<file path="config.mk">
export PLATFORM = sky130hd
export DESIGN_NAME = dvp_pattern_gen
export DESIGN_NICKNAME = d
export VERILOG_FILES = /design/src/rtl/cam_pkg.sv /design/src/rtl/dvp_pixel_src.sv /design/src/rtl/dvp_pattern_gen.sv
export SDC_FILE = /design/constraint.sdc
export NUM_CORES = 1
export LEC_CHECK = 0
export CORE_MARGIN = 1.5
export CORE_UTILIZATION = 55
export CTS_BUF_LIST = sky130_fd_sc_hd__clkbuf_2
export DETAILED_ROUTE_END_ITERATION = 6
export DONT_BUFFER_PORTS = 1
export GPL_ROUTABILITY_DRIVEN = 0
export PLACE_DENSITY = 0.7
export SYNTH_ARGS = -nofsm -noshare
export SYNTH_HDL_FRONTEND = slang
export SYNTH_SLANG_ARGS = --single-unit
</file>
<file path="constraint.sdc">
create_clock -name pclk -period 4.07 [get_ports pclk]
set_input_delay 0.407 -clock pclk [delete_from_list [all_inputs] [get_ports pclk]]
set_output_delay 0.407 -clock pclk [all_outputs]
set_load 0.01 [all_outputs]
</file>
<file path="src/rtl/cam_pkg.sv">
// Shared DVP camera definitions: FSM state encoding, test-pattern encodings,
// and default frame timing constants (also used by the bridge bench).
package cam_pkg;

  typedef enum logic [2:0] {
    IDLE = 3'd0,
    VS   = 3'd1,
    VBP  = 3'd2,
    LINE = 3'd3,
    HBL  = 3'd4,
    GAP  = 3'd5
  } dvp_state_e;

  localparam logic [1:0] PAT_INCR  = 2'd0;
  localparam logic [1:0] PAT_CONST = 2'd1;
  localparam logic [1:0] PAT_LINE  = 2'd2;
  localparam logic [1:0] PAT_ALT   = 2'd3;

  localparam int DEF_H_BYTES   = 128;
  localparam int DEF_V_LINES   = 8;
  localparam int DEF_VSYNC_LEN = 100;
  localparam int DEF_VS_BP     = 100;
  localparam int DEF_H_BLANK   = 10;
  localparam int DEF_FRAME_GAP = 1000;
  localparam int DEF_CNT_W     = 16;

  // Alternating pattern: 0x55 on even byte positions of a line, 0xAA on odd.
  function automatic logic [7:0] altByte(input logic oddByte);
    return oddByte ? 8'hAA : 8'h55;
  endfunction

endpackage

</file>
<file path="src/rtl/dvp_pixel_src.sv">
// Pixel byte source: picks the byte for the next href cycle from the
// frame's shadowed pattern selection, running byte count and line index.
module dvp_pixel_src
  import cam_pkg::*;
(
  input  logic [1:0] patSel,
  input  logic [7:0] constVal,
  input  logic [7:0] frameByte,
  input  logic [7:0] lineIdx,
  input  logic       oddByte,
  output logic [7:0] pixByte
);

  // Pattern multiplexer
  always_comb begin
    pixByte = frameByte;
    case (patSel)
      PAT_INCR:  pixByte = frameByte;
      PAT_CONST: pixByte = constVal;
      PAT_LINE:  pixByte = lineIdx;
      PAT_ALT:   pixByte = altByte(oddByte);
    endcase
  end

endmodule

</file>
<file path="src/rtl/dvp_pattern_gen.sv">
// DVP camera-sensor emulator. Generates vsync/href/data frames with
// programmable timing. All outputs are registered: the output process
// computes each output's next value from the next state and the state
// register process captures it, so pins never glitch on state decode.
// There are no handshakes; enable/pattern_sel/const_val are static levels,
// and the pattern inputs are only sampled when a frame starts.
module dvp_pattern_gen
  import cam_pkg::*;
#(
  parameter int H_BYTES   = DEF_H_BYTES,
  parameter int V_LINES   = DEF_V_LINES,
  parameter int VSYNC_LEN = DEF_VSYNC_LEN,
  parameter int VS_BP     = DEF_VS_BP,
  parameter int H_BLANK   = DEF_H_BLANK,
  parameter int FRAME_GAP = DEF_FRAME_GAP,
  parameter int CNT_W     = DEF_CNT_W
) (
  input  logic        pclk,
  input  logic        PReset,
  input  logic        enable,
  input  logic [1:0]  pattern_sel,
  input  logic [7:0]  const_val,
  output logic        vsync,
  output logic        href,
  output logic [7:0]  data,
  output logic        frame_done,
  output logic        busy,
  output logic [15:0] frame_cnt,
  output logic [2:0]  dbgState
);

  localparam longint CNT_MAX = (64'd1 << CNT_W) - 1;

  if (CNT_W < 1 || CNT_W > 31) begin : gBadCntW
    $error("dvp_pattern_gen: CNT_W out of range");
  end
  if (H_BYTES < 1 || longint'(H_BYTES) > CNT_MAX) begin : gBadHBytes
    $error("dvp_pattern_gen: H_BYTES out of range");
  end
  if (V_LINES < 1 || longint'(V_LINES) > CNT_MAX) begin : gBadVLines
    $error("dvp_pattern_gen: V_LINES out of range");
  end
  if (VSYNC_LEN < 1 || longint'(VSYNC_LEN) > CNT_MAX) begin : gBadVsLen
    $error("dvp_pattern_gen: VSYNC_LEN out of range");
  end
  if (VS_BP < 1 || longint'(VS_BP) > CNT_MAX) begin : gBadVsBp
    $error("dvp_pattern_gen: VS_BP out of range");
  end
  if (H_BLANK < 1 || longint'(H_BLANK) > CNT_MAX) begin : gBadHBlank
    $error("dvp_pattern_gen: H_BLANK out of range");
  end
  if (FRAME_GAP < 1 || longint'(FRAME_GAP) > CNT_MAX) begin : gBadGap
    $error("dvp_pattern_gen: FRAME_GAP out of range");
  end

  // Terminal count for each timed state (state lasts LEN cycles, cnt 0..LEN-1)
  localparam logic [CNT_W-1:0] VS_LAST    = CNT_W'(VSYNC_LEN - 1);
  localparam logic [CNT_W-1:0] BP_LAST    = CNT_W'(VS_BP - 1);
  localparam logic [CNT_W-1:0] LINE_LAST  = CNT_W'(H_BYTES - 1);
  localparam logic [CNT_W-1:0] HBL_LAST   = CNT_W'(H_BLANK - 1);
  localparam logic [CNT_W-1:0] GAP_LAST   = CNT_W'(FRAME_GAP - 1);
  localparam logic [CNT_W-1:0] LINES_LAST = CNT_W'(V_LINES - 1);

  dvp_state_e       state, stateNext;
  logic [CNT_W-1:0] cnt, cntNext;
  logic [CNT_W-1:0] lineIdx, lineNext;
  logic [7:0]       frameByte, frameByteNext;
  logic [1:0]       patShadow, patShadowNext;
  logic [7:0]       constShadow, constShadowNext;
  logic             vsyncNext, hrefNext, frameDoneNext, busyNext;
  logic [7:0]       pixByte;

  assign dbgState = state;

  // Next-state logic: each timed state exits when its cycle counter hits its last count
  always_comb begin
    stateNext = state;
    case (state)
      IDLE: if (enable) stateNext = VS;
      VS:   if (cnt == VS_LAST) stateNext = VBP;
      VBP:  if (cnt == BP_LAST) stateNext = LINE;
      LINE: if (cnt == LINE_LAST) stateNext = HBL;
      HBL:  if (cnt == HBL_LAST) stateNext = (lineIdx == LINES_LAST) ? GAP : LINE;
      GAP:  if (cnt == GAP_LAST) stateNext = enable ? VS : IDLE;
      default: stateNext = IDLE;
    endcase
  end

  // Output/datapath next values, all derived from the next state
  always_comb begin
    cntNext         = cnt + 1'b1;
    lineNext        = lineIdx;
    frameByteNext   = frameByte;
    patShadowNext   = patShadow;
    constShadowNext = constShadow;

    if (state == IDLE || stateNext != state) cntNext = '0;

    // Frame start: capture the pattern config and restart line/byte counts
    if (stateNext == VS && state != VS) begin
      patShadowNext   = pattern_sel;
      constShadowNext = const_val;
      lineNext        = '0;
      frameByteNext   = '0;
    end else if (state == HBL && stateNext == LINE) begin
      lineNext = lineIdx + 1'b1;
    end

    // frameByte indexes the byte about to be driven; it advances per href byte
    if (stateNext == LINE) frameByteNext = frameByte + 8'd1;

    vsyncNext     = (stateNext == VS);
    hrefNext      = (stateNext == LINE);
    busyNext      = (stateNext != IDLE);
    frameDoneNext = (stateNext == GAP) && (cntNext == GAP_LAST);
  end

  dvp_pixel_src uPixelSrc (
    .patSel    (patShadow),
    .constVal  (constShadow),
    .frameByte (frameByte),
    .lineIdx   (lineNext[7:0]),
    .oddByte   (cntNext[0]),
    .pixByte   (pixByte)
  );

  // State, counter, shadow and output registers; reset overrides everything
  always_ff @(posedge pclk) begin
    if (PReset) begin
      state       <= IDLE;
      cnt         <= '0;
      lineIdx     <= '0;
      frameByte   <= '0;
      patShadow   <= PAT_INCR;
      constShadow <= '0;
      vsync       <= 1'b0;
      href        <= 1'b0;
      data        <= '0;
      frame_done  <= 1'b0;
      busy        <= 1'b0;
      frame_cnt   <= '0;
    end else begin
      state       <= stateNext;
      cnt         <= cntNext;
      lineIdx     <= lineNext;
      frameByte   <= frameByteNext;
      patShadow   <= patShadowNext;
      constShadow <= constShadowNext;
      vsync       <= vsyncNext;
      href        <= hrefNext;
      if (hrefNext) data <= pixByte;
      frame_done  <= frameDoneNext;
      busy        <= busyNext;
      if (frameDoneNext) frame_cnt <= frame_cnt + 16'd1;
    end
  end

endmodule
</file>
==> results.json <==
{
  "path_clk_slew_ns": 0.24,
  "synth_warnings": 0,
  "synthesis.nets": 516,
  "cts_root_buffer": "clkbuf_2",
  "path_max_fanout": 16,
  "antenna_found_initial": 0,
  "cp-end-kind": "flop",
  "grt_pass1_vias": 3381,
  "fmax_ghz": 0.323,
  "place_inst": 570,
  "cp_top_family": "simple AND/OR/NAND/NOR gates",
  "slowest_stage": "dfxtp_1",
  "start_kind": "flop",
  "drt-initial-drc-count": 184,
  "grtUsageMet2": 0.387,
  "synth_top_family_by_area": "simple AND/OR/NAND/NOR gates",
  "htree_num_levels": 3,
  "synth_async_sr_flop_share": 0,
  "seq_area_frac_synth": 0.382,
  "drv_slew": 0,
  "grt_util_met3": 0.0471,
  "worstPathRequired_ns": 4.57,
  "swShare": 0.242,
  "die_x_um": 90.9,
  "cap_violations": 0,
  "p_leak_nw": 1.60,
  "crit_path_max_incr_delay_ns": 0.49,
  "finalCriticalPeriod_ns": 3.10,
  "drive_gt1_frac": 0.0867,
  "synth_xor_area_frac": 0.0619,
  "cts_tree": "done",
  "wl_per_cell_um": 15.9,
  "cts_buffers": 9,
  "drc": 0,
  "post-route-period-util": 0.762,
  "outcome": "complete, no violations",
  "drt-pass1-iter-count": 4,
  "vias": 3641,
  "grt_max_degree": 33,
  "post-cts-setup-buffers": 0,
  "ioPinCount": 44,
  "viasPerCell": 6.12,
  "ir_drop_uv": 190,
  "crit_buf_inv": 0,
  "synth_top_flop_cell": "dfxtp_1",
  "path_cells": "ha_1 -> nor3b_1 -> nand4_1 -> o311ai_2 -> and4_1 -> mux2_4 -> nand3_1 -> o21ba_2",
  "die_h_um": 90.9,
  "synthToLayoutAreaGrowth_pct": 6.13,
  "min_from": "const_val[5]",
  "track_usage": 0.235,
  "top_usage_layer": "met2",
  "cts-resized-gates": 0,
  "startpoint": "cnt[0]",
  "clk_latency_ns": 0.53,
  "rsz0062_at_grt": "no",
  "critPathKind": "reg2reg",
  "finalHoldViolations": 0,
  "ant_nets": 0,
  "p_per_area_nw_per_um2": 324,
  "nNetsFinal": 510,
  "relSlewSlack": 0.186,
  "start_util": 0.576,
  "min_path_type": "in2reg",
  "synthTopCellsByCount": "81 x dfxtp_1, 76 x nor2_1, 32 x nand2_1, 20 x nand3_1, 18 x nand4_1",
  "grt_pass1_wl_mm": 16.1,
  "grtUsageMet1": 0.306,
  "combPwrFrac": 0.060,
  "synth-simple-area-share": 0.317,
  "clockPowerShare": 0.378,
  "synth.distinct_cells": 63,
  "dpl.hpwl_mm": 6.53,
  "p_sw_uw": 354,
  "synth_top_cell_by_area": "dfxtp_1",
  "fin_cells": 595,
  "core_um2": 7370,
  "yosys-top-cells-area": "dfxtp_1 38%, nor2_1 6.7%, xor2_1 3.3%",
  "antenna_cells": 0,
  "portBuffers": 0,
  "worst_slew_pin_slew_ns": 1.22,
  "synth_top_area_share": 0.382,
  "die_area_um2": 8250,
  "rows": 31,
  "fin_setup_tns_ns": 0,
  "r2r-start": "cnt[0]",
  "yosys.area_share.adder": 0.0147,
  "clock-sinks": 81,
  "overflow": 0,
  "synth_area_um2": 4250,
  "synth_most_common_cell": "dfxtp_1",
  "finalSetupViolations": 0,
  "synth_cells": 498,
  "cp.arrival_ns": 3.60,
  "wl_mm": 9.47,
  "ys_seq_elements": 81,
  "seq_power_share": 0.562,
  "synth_compound_area_frac": 0.136,
  "synth_edf_count": 0,
  "internal_power_mw": 1.11,
  "fin_skew_ns": 0.0332,
  "ctsLongestPathBuffers": 2,
  "synth_mux_area_frac": 0.0480,
  "avgSynthCellArea_um2": 8.52
}
power by group through the flow:
stage / Combinational, mW / Sequential [mW] / Clock [mW]
after detailed placement: 0.0749 / 0.837 / 0
after global placement: 0.0732 / 0.836 / 0
after CTS: 0.0868 / 0.822 / 0.561
final: 0.0880 / 0.821 / 0.552
after floorplan: 0.0747 / 0.828 / 0
after global routing: 0.0968 / 0.824 / 0.592
through the flow:
step           power [mW]  instance area (um2)  hold WS (ns)  worst slack (ns)  utilization
3_5_place_dp        0.912                 4250         0.485             0.965        0.576
2_1_floorplan       0.903                 4250         0.454              1.55            -
5_1_grt              1.51                 4510       0.00129             0.653        0.611
4_1_cts              1.47                 4500       0.00262             0.944        0.610
3_3_place_gp        0.909                 4250         0.472              1.03        0.576
6_report             1.46                 4510        0.0187             0.970        0.611
layer usage:
metal	wire, um	part of all wire
met1	4510	0.48
met5	0	0
met2	4380	0.46
met3	402	0.042
met4	175	0.018
cells in the final DEF, fill, tap and decap left out, types with 3 or more instances in the layout:
cell type	instances
a311oi_1	3
clkbuf_2	9
and3_1	17
dlygate4sd3_1	10
xor2_1	16
nand4_1	18
a21oi_1	15
bufinv_16	3
nand4b_1	3
and2_1	4
mux2i_1	11
nand3_1	20
o311ai_0	11
o21ai_0	8
nor3_1	12
nor2_1	76
mux2_2	7
o41ai_1	9
nor4_1	10
nand2_1	32
and4_1	8
inv_1	8
dfxtp_1	81
or2_2	10
ha_1	5
xnor2_1	14
nand2b_1	8
nor2b_1	12
a31oi_1	4
nand3b_1	3
path summary, 6_finish.rpt:
check                    to  slack (ns)  depth (start not counted)
min          constShadow[5]        0.02                          2
min reg2reg  constShadow[4]        0.53                          2
max                  cnt[2]        0.97                          8
max reg2reg          cnt[2]        0.97                          8
sequential cells by signal, indices dropped and copies added (netlist names):
register     count
constShadow      8
frame_cnt       16
cnt             16
lineIdx         16
vsync            1
data             8
patShadow        2
href             1
frame_done       1
frameByte        8
busy             1
dbgState         3
cell type report:
class / count / area [um2]
fillers: 661 / 2860
inverters: 9 / 33.8
well taps: 99 / 124
clock inverters: 6 / 115
repair buffers: 12 / 115
clock buffers: 9 / 45.0
multi-input cells: 379 / 2450
flip-flops and latches: 81 / 1620
repair_timing:
action                                  CTS  global route
endpoints found under the setup margin    0             0
endpoints found under the hold margin    32             1
hold buffers                              9             1
cells by family (layout without fill, tap and decap cells):
family,count (synthesis),in the layout
simple gates,249,249
mux,19,19
buf+inv,38,36
fa+ha+maj,5,5
flops,81,81
compound gates,76,76
xor+xnor,30,30
Note: power is estimated with default switching activity, not from simulation.
